==> src/rtl/block_serial_cla_adder_pkg.sv <==
// Shared definitions for the block-serial carry-lookahead adder.
// Latency: n/a (types and helper function only).
// Backpressure: n/a.
// Contents: FSM state encoding and the block-index width helper.
package block_serial_cla_adder_pkg;

  typedef enum logic [1:0] {
    ST_IDLE = 2'd0,
    ST_RUN  = 2'd1,
    ST_DONE = 2'd2
  } state_e;

  // Width of the block index counter; never narrower than one bit so a
  // single-block configuration still has a legal vector.
  function automatic int blk_idx_w(input int nblk);
    return (nblk > 1) ? $clog2(nblk) : 1;
  endfunction

endpackage

==> src/rtl/block_serial_cla_adder_grp_gp_cell.sv <==
// Group generate/propagate tree for one VALENCY-bit block.
// Latency: combinational.
// Backpressure: none (pure logic).
// Ports: g_i/p_i per-bit generate/propagate, gg_o/gp_o group generate/propagate.
module grp_gp_cell #(
  parameter int VALENCY = 4
) (
  input  logic [VALENCY-1:0] g_i,
  input  logic [VALENCY-1:0] p_i,
  output logic               gg_o,
  output logic               gp_o
);

  logic gg_acc;
  logic gp_acc;

  // Prefix recurrence from the block LSB upward.
  always_comb begin
    gg_acc = g_i[0];
    gp_acc = p_i[0];
    for (int j = 1; j < VALENCY; j++) begin
      gg_acc = g_i[j] | (p_i[j] & gg_acc);
      gp_acc = p_i[j] & gp_acc;
    end
  end

  assign gg_o = gg_acc;
  assign gp_o = gp_acc;

endmodule

==> src/rtl/block_serial_cla_adder.sv <==
// Sequential adder: processes one VALENCY-bit block of a+b+cin per cycle.
// Latency: accept at edge T, out_valid from edge T+NBLK.
// Backpressure: result held in DONE until out_ready; in_ready only in IDLE.
// Ports: clk, rst_n (sync, active-low); in_valid/in_ready + a, b, cin operand
//        handshake; out_valid/out_ready + sum, cout result handshake.
module block_serial_cla_adder
  import block_serial_cla_adder_pkg::*;
#(
  parameter int WIDTH       = 16,
  parameter int VALENCY     = 4,
  parameter int APPROX_BLKS = 0
) (
  input  logic             clk,
  input  logic             rst_n,
  input  logic             in_valid,
  output logic             in_ready,
  input  logic [WIDTH-1:0] a,
  input  logic [WIDTH-1:0] b,
  input  logic             cin,
  output logic             out_valid,
  input  logic             out_ready,
  output logic [WIDTH-1:0] sum,
  output logic             cout
);

  localparam int NBLK  = WIDTH / VALENCY;
  localparam int IDXW  = blk_idx_w(NBLK);
  localparam int NSLOT = 1 << IDXW;
  localparam logic [IDXW-1:0] LAST_BLK = IDXW'(NBLK - 1);

  // One flag per index value (padded to the full index range) marking the
  // low blocks that are computed approximately.
  function automatic logic [NSLOT-1:0] approx_mask_f(input int nappr);
    logic [NSLOT-1:0] m;
    m = '0;
    for (int i = 0; i < NSLOT; i++) begin
      m[i] = (i < nappr);
    end
    return m;
  endfunction

  localparam logic [NSLOT-1:0] APPROX_MASK = approx_mask_f(APPROX_BLKS);

  state_e            state_q, state_d;
  logic [WIDTH-1:0]  a_q, a_d;
  logic [WIDTH-1:0]  b_q, b_d;
  logic [WIDTH-1:0]  sum_q, sum_d;
  logic              carry_q, carry_d;
  logic              cout_q, cout_d;
  logic [IDXW-1:0]   k_q, k_d;

  logic [VALENCY-1:0] blk_a;
  logic [VALENCY-1:0] blk_b;
  logic [VALENCY-1:0] blk_g;
  logic [VALENCY-1:0] blk_p;
  logic [VALENCY-1:0] blk_c;
  logic [VALENCY-1:0] exact_sum;
  logic [VALENCY-1:0] blk_sum;
  logic               exact_carry;
  logic               blk_carry;
  logic               blk_approx;
  logic               grp_gg;
  logic               grp_gp;

  // Current block operands and per-bit generate/propagate.
  always_comb begin
    blk_a = a_q[k_q*VALENCY +: VALENCY];
    blk_b = b_q[k_q*VALENCY +: VALENCY];
    blk_g = blk_a & blk_b;
    blk_p = blk_a ^ blk_b;
  end

  grp_gp_cell #(
    .VALENCY (VALENCY)
  ) u_grp_gp_cell (
    .g_i  (blk_g),
    .p_i  (blk_p),
    .gg_o (grp_gg),
    .gp_o (grp_gp)
  );

  // Bit carries ripple inside the block; the block carry-out comes from the
  // group cell rather than the top of the ripple chain.
  always_comb begin
    blk_c    = '0;
    blk_c[0] = carry_q;
    for (int i = 1; i < VALENCY; i++) begin
      blk_c[i] = blk_g[i-1] | (blk_p[i-1] & blk_c[i-1]);
    end
    exact_sum   = blk_p ^ blk_c;
    exact_carry = grp_gg | (grp_gp & carry_q);

    blk_approx = APPROX_MASK[k_q];
    if (blk_approx) begin
      blk_sum   = blk_a | blk_b;
      blk_carry = 1'b0;
    end else begin
      blk_sum   = exact_sum;
      blk_carry = exact_carry;
    end
  end

  // Next-state logic.
  always_comb begin
    state_d = state_q;
    a_d     = a_q;
    b_d     = b_q;
    sum_d   = sum_q;
    carry_d = carry_q;
    cout_d  = cout_q;
    k_d     = k_q;

    unique case (state_q)
      ST_IDLE: begin
        if (in_valid) begin
          a_d     = a;
          b_d     = b;
          k_d     = '0;
          // With approximate low blocks the first exact block starts at 0.
          carry_d = (APPROX_BLKS > 0) ? 1'b0 : cin;
          state_d = ST_RUN;
        end
      end
      ST_RUN: begin
        sum_d[k_q*VALENCY +: VALENCY] = blk_sum;
        carry_d = blk_carry;
        if (k_q == LAST_BLK) begin
          cout_d  = blk_carry;
          state_d = ST_DONE;
        end else begin
          k_d = k_q + IDXW'(1);
        end
      end
      ST_DONE: begin
        if (out_ready) begin
          state_d = ST_IDLE;
        end
      end
      default: begin
        state_d = ST_IDLE;
      end
    endcase
  end

  always_ff @(posedge clk) begin
    if (!rst_n) begin
      state_q <= ST_IDLE;
      a_q     <= '0;
      b_q     <= '0;
      sum_q   <= '0;
      carry_q <= 1'b0;
      cout_q  <= 1'b0;
      k_q     <= '0;
    end else begin
      state_q <= state_d;
      a_q     <= a_d;
      b_q     <= b_d;
      sum_q   <= sum_d;
      carry_q <= carry_d;
      cout_q  <= cout_d;
      k_q     <= k_d;
    end
  end

  assign in_ready  = (state_q == ST_IDLE);
  assign out_valid = (state_q == ST_DONE);
  assign sum       = sum_q;
  assign cout      = cout_q;

endmodule
==> config.mk <==
export PLATFORM = sky130hd
export DESIGN_NAME = block_serial_cla_adder
export DESIGN_NICKNAME = d
export VERILOG_FILES = /design/src/rtl/block_serial_cla_adder_pkg.sv /design/src/rtl/block_serial_cla_adder_grp_gp_cell.sv /design/src/rtl/block_serial_cla_adder.sv
export SDC_FILE = /design/constraint.sdc
export NUM_CORES = 1
export LEC_CHECK = 0
export CORE_MARGIN = 3
export CORE_UTILIZATION = 53
export CTS_CLUSTER_SIZE = 10
export DETAILED_ROUTE_END_ITERATION = 8
export HOLD_SLACK_MARGIN = 0.03
export PLACE_DENSITY = 0.82
export SLEW_MARGIN = 20
export SYNTH_ARGS = -nofsm -noshare
export SYNTH_HDL_FRONTEND = slang
export SYNTH_SLANG_ARGS = --single-unit
==> constraint.sdc <==
create_clock -name clk -period 4.6 [get_ports clk]
set_input_delay 0.69 -clock clk [delete_from_list [all_inputs] [get_ports clk]]
set_output_delay 0.69 -clock clk [all_outputs]
set_load 0.05 [all_outputs]
# After elaboration in Yosys (flattened, before gate mapping)
# Index checks and enable logic that the tools add are counted.
# Widths: inputs -> output; s select.
[totals]
inputBits = 37
regBits = 54
[classes]
n_lt_le_gt_ge = 1
n_shift = 4
add_sub_neg = 2
muxes = 14
bitwise_logic = 21
n_reduce_logical = 7
eq_ne = 7
[ops]
columns = ["op", "count"]
rows = [
  ["$neg 4->34", 1],
  ["$shift 4x34->16 const A", 1],
  ["$shiftx 4x34->16", 1],
  ["$shiftx 16x5->4", 2],
  ["$bwmux 16", 1],
  ["$and 1x1->1", 10],
  ["$mux 2", 5],
  ["$xor 4x4->4", 2],
  ["$or 1x1->1", 7],
  ["$ne 2x2->1 const B", 3],
  ["$pmux 2 s3", 1],
  ["$reduce_and 2->1", 3],
  ["$reduce_and 3->1", 2],
  ["$and 4x4->4", 1],
  ["$eq 2x2->1 const B", 2],
  ["$mux 4", 1],
  ["$or 4x4->4", 1],
  ["$pmux 2 s2", 1],
  ["$lt 2x3->1 const B", 1],
  ["$mux 1", 3],
  ["$add 2x1->2 const B", 1],
  ["$bmux 1 s2", 1],
  ["$eq 2x1->1 const B", 1],
  ["$logic_not 2->1", 1],
  ["other kinds (3)", 3],
]

# Depth between registers and ports, before layout
[logic_depth]
word_depth = 12
depth_mapped = 9
ltp_nobuf = 8

# Cells and area by module
# A second synthesis with hierarchy kept.
[unflattened]
hier_cells = 274
hier_area_um2 = 2417.3
[by_module_without_submodules]
columns = ["module", "cells_per_inst", "seq_area_each_um2", "instances", "area_each_um2"]
rows = [
  ["block_serial_cla_adder", 268, 1081.0, 1, 2391.0],
  ["grp_gp_cell", 6, 0.0, 1, 26.3],
]

# Least setup slack after synthesis
# No wires, ideal clock.
[synth_path]
kind = "reg2reg"
start = "reg k_q[0]"
end = "reg sum_q[6] (netlist: sum[6])"
period_less_slack_ns = 2.603
slack_ns = 1.997
stages_incl_launch_ff = 10
setup_ns = 0.070
t_arrival_ns = 2.533
cell_sequence = "dfxtp_1 -> buf_2 -> mux4_2 -> fa_1 -> inv_1 -> fa_1 -> fa_1 -> inv_1 -> nand4_1 -> a21oi_1"
[synth_via]
elab_chain_len = 12
elab_cells_between_ends = 19
cone_classes = "add/sub: 1; shift: 4; mux: 4; bitwise: 10"
[synth_rtl]
columns = ["element", "line_no", "source"]
rows = [
  ["from (decl)", "block_serial_cla_adder.sv:50", "logic [IDXW-1:0] k_q, k_d;"],
  ["from (signal assigned)", "block_serial_cla_adder.sv:161", "k_q <= k_d;"],
  ["$shiftx 16x5->4, on equally long branches", "block_serial_cla_adder.sv:67, block_serial_cla_adder.sv:68", ""],
  ["$xor 4x4->4", "block_serial_cla_adder.sv:70", "blk_p = blk_a ^ blk_b;"],
  ["$and 1x1->1", "block_serial_cla_adder.sv:88", "blk_c[i] = blk_g[i-1] | (blk_p[i-1] & blk_c[i-1]);"],
  ["$or 1x1->1", "block_serial_cla_adder.sv:88", ""],
  ["$and 1x1->1", "block_serial_cla_adder.sv:88", ""],
  ["$or 1x1->1", "block_serial_cla_adder.sv:88", ""],
  ["$and 1x1->1", "block_serial_cla_adder.sv:88", ""],
  ["$or 1x1->1", "block_serial_cla_adder.sv:88", ""],
  ["$xor 4x4->4", "block_serial_cla_adder.sv:90", "exact_sum = blk_p ^ blk_c;"],
  ["$mux 4", "block_serial_cla_adder.sv:94", "if (blk_approx) begin"],
  ["$shiftx 4x34->16", "block_serial_cla_adder.sv:125", "sum_d[k_q*VALENCY +: VALENCY] = blk_sum;"],
  ["$bwmux 16 (*)", "block_serial_cla_adder.sv:125", ""],
  ["to (signal assigned)", "block_serial_cla_adder.sv:158", "sum_q <= sum_d;"],
  ["to (decl)", "block_serial_cla_adder.sv:47", "logic [WIDTH-1:0] sum_q, sum_d;"],
]
# Every way passes the cells marked *; elsewhere a longest branch is shown, timed or not. The select of a mux whose other input is x is not followed.
# A chain may end at the register's enable or synchronous reset.

# Worst setup path in the final report
# Same ends and word-level chain as after synthesis.

==> key figures <==
Critical path
  • Worst-path fanout max: 16
  • Crit path capture type: flop
  • Crit start category: flop
  • Worst EP arrival: 3190 ps
  • Worst Path Required: 4840 ps
  • Setup Crit Path Kind: flop to flop

Global route
  • Met2 Usage GRT: 0.353
  • Met1 Usage GRT: 0.279
  • Gr usage total: 0.216
  • Grt met3 use: 0.0473
  • Most Crowded Layer GR: met2
  • Total gr overflow: 0
  • Vias in the first global route: 1979
  • First-pass GRT wire length: 9050 um
  • Largest net degree at the start of global routing: 34
  • Initial antenna violation count: 0

Pwr
  • Pwr/cell area: 334 nW/um^2
  • Peak supply drop: 0.181 mV
  • Leakage: 1.16 nW

Clocking
  • Clock Pin Slew Worst Setup and Hold Paths: 100 ps
  • H-tree depth: 2
  • # hold bufs at CTS: 0
  • CTS tree: built
  • CTS Sinks: 54
  • CTS resizes: 0
  • Clock buffer depth: 2
  • Worst-Skew Late Latency: 320 ps
  • Clock root buffer: clkbuf_8
  • Num CTS Buffers: 5
  • Post-CTS Setup Repair Bufs: 0

Timing
  • Unrepaired setup endpoints after global routing: no
  • Worst slew margin: 0.336
  • Endpoints failing setup: 0
  • Pin slew with the least headroom to its limit: 996 ps
  • Total negative setup slack: 0 ps
  • Fin crit period: 2950 ps
  • Max-slew violation count: 0
  • Final Hold Viols: 0
  • Post-route setup slack: 1650 ps
  • Final worst path period share: 0.640
  • Fmax: 340 MHz
  • Final Skew: 4.99 ps

Placement
  • Place WS: 1720 ps
  • Post-DP HPWL: 4040 um
  • Placer Congestion: 0.861
  • Post-DP Area: 3000 um^2
  • IO buf count: 55

Logic synthesis
  • Mapped Nets: 324
  • Ranking of synthesized cells by area: dfxtp_1 (44%), nand2_1 (12%), a21oi_1 (7.8%), mux4_2 (7.3%), ha_1 (5.1%)
  • Cells after synthesis: 274
  • #FFs+latches synth: 54
  • Post-synth EDFFs: 0
  • Mean Syn Cell Area: 8.95 um^2
  • Sequential share of the synthesized area: 0.441
  • Warning count from the yosys run: 0
  • Synth unique cells: 37
  • FFs w/ async S/R, synth: 0
  • Post-synth top area share: 0.441
  • Synth area leader: dfxtp_1
  • Post-synth top cells: nand2_1 (77), dfxtp_1 (54), a21oi_1 (38)
  • Post-synthesis cell area: 2450 um^2
  • Most frequent cell after synthesis: nand2_1
  • Ys flop type: dfxtp_1

Hold path
  • Worst hold-check path type: flop to flop

Routing
  • DRT iter0 DRCs: 168
  • Via density: 5.55
  • Detail Route Antenna Nets: 0
  • Via count: 2071
  • DRC violations left: 0
  • Final WL: 5700 um
  • First drt pass iteration count: 4
  • Drt wl/cell: 15.3 um

Flow run
  • Number of max-cap violations: 0

Die
  • DIE AREA: 5480 um^2
  • IO Count: 56
  • Core area: 4410 um^2
  • Rows: 24
  • Die W: 74.0 um
  • Die Height: 74.0 um
  • Starting density of the core: 0.556

Run status
  • Status: completed

Final layout
  • Sequential cell area: 1080 um^2
  • Diodes inserted: 0
  • Filler Cells Inserted: 348
  • Design Area, Final: 3140 um^2
  • Layout cells sized above 1: 0.0748
  • Post-layout nets: 370
  • Layout area overhead: 28.2%
  • Area taken by multi-input logic gates: 1250 um^2
## worst max-delay path, stage by stage (launching register included)
cell	delay, ps
dfxtp_1	760
mux4_2	620
fa_1	380
inv_1	80
fa_1	180
fa_1	460
inv_1	120
nand4_1	100
a21oi_1	160
## power by group
group	switching (W)	internal (W)	leakage [nW]
registers	0.0000206	0.000489	0.441
logic	0.0000874	0.0000772	0.654
clock network	0.000157	0.000218	0.0683
## metrics by stage
| step | cells | total power, W | utilization | hold WS [ps] |
|---|---|---|---|---|
| finish | 373 | 0.00105 | 0.712 | 460 |
| global route | 373 | 0.00108 | 0.712 | 488 |
| CTS | 373 | 0.00105 | 0.711 | 461 |
| detailed placement | 365 | 0.000683 | 0.680 | 448 |
| global placement | 365 | 0.000679 | 0.680 | 443 |
| floorplan | 274 | 0.000619 | - | 433 |
## state kept, by name (all words and copies together), names as in the netlist
name / count
a_q: 16
b_q: 16
carry_q: 1
cout: 1
k_q: 2
state_q: 2
sum: 16
## layout by cell type, fill, tap and decap left out, types with 2 or more instances in the layout
cell / count
nor2_1: 10
a32oi_1: 8
clkdlybuf4s50_1: 55
inv_1: 11
fa_1: 3
dfxtp_1: 54
and2_1: 2
bufinv_16: 2
nand2_1: 77
a31oi_1: 2
nand4_1: 4
ha_1: 10
nand3b_1: 3
mux4_2: 8
or4_1: 2
nor2b_1: 3
clkbuf_8: 5
o32ai_2: 2
o22ai_1: 2
a21oi_1: 38
buf_4: 2
## kinds of logic after synthesis
group,share of synthesized area
AND/OR/NAND/NOR,0.209
AO/OA/AOI/OAI,0.147
flip-flops,0.441
buffers and inverters,0.0505
adder cells (fa/ha/maj),0.0755
multiplexers,0.0735
XOR/XNOR,0.00357
## path summary, 6_finish.rpt
path / from / end / slack [ps] / depth (start not counted)
hold / removal: a_q[7] / a_q[7] / 460 / 2
setup reg to reg: k_q[0] / sum[6] / 1650 / 8
setup / recovery: k_q[0] / sum[6] / 1650 / 8
hold reg to reg: a_q[7] / a_q[7] / 460 / 2
## layout make-up
type                       count  share of cell area
tap                           52              0.0207
multi-input combinational    191               0.399
clock inverter                 3              0.0219
clock buffer                   5              0.0219
timing repair buffer          57               0.180
sequential                    54               0.344
inverter                      11              0.0131
## routing by layer
layer,routed length [um],up-vias
met1,2520,964
met3,352,7
met4,90,0
met2,2740,63
met5,0,-
li1,-,1037
No activity file was read; power rests on OpenSTA's default activity.
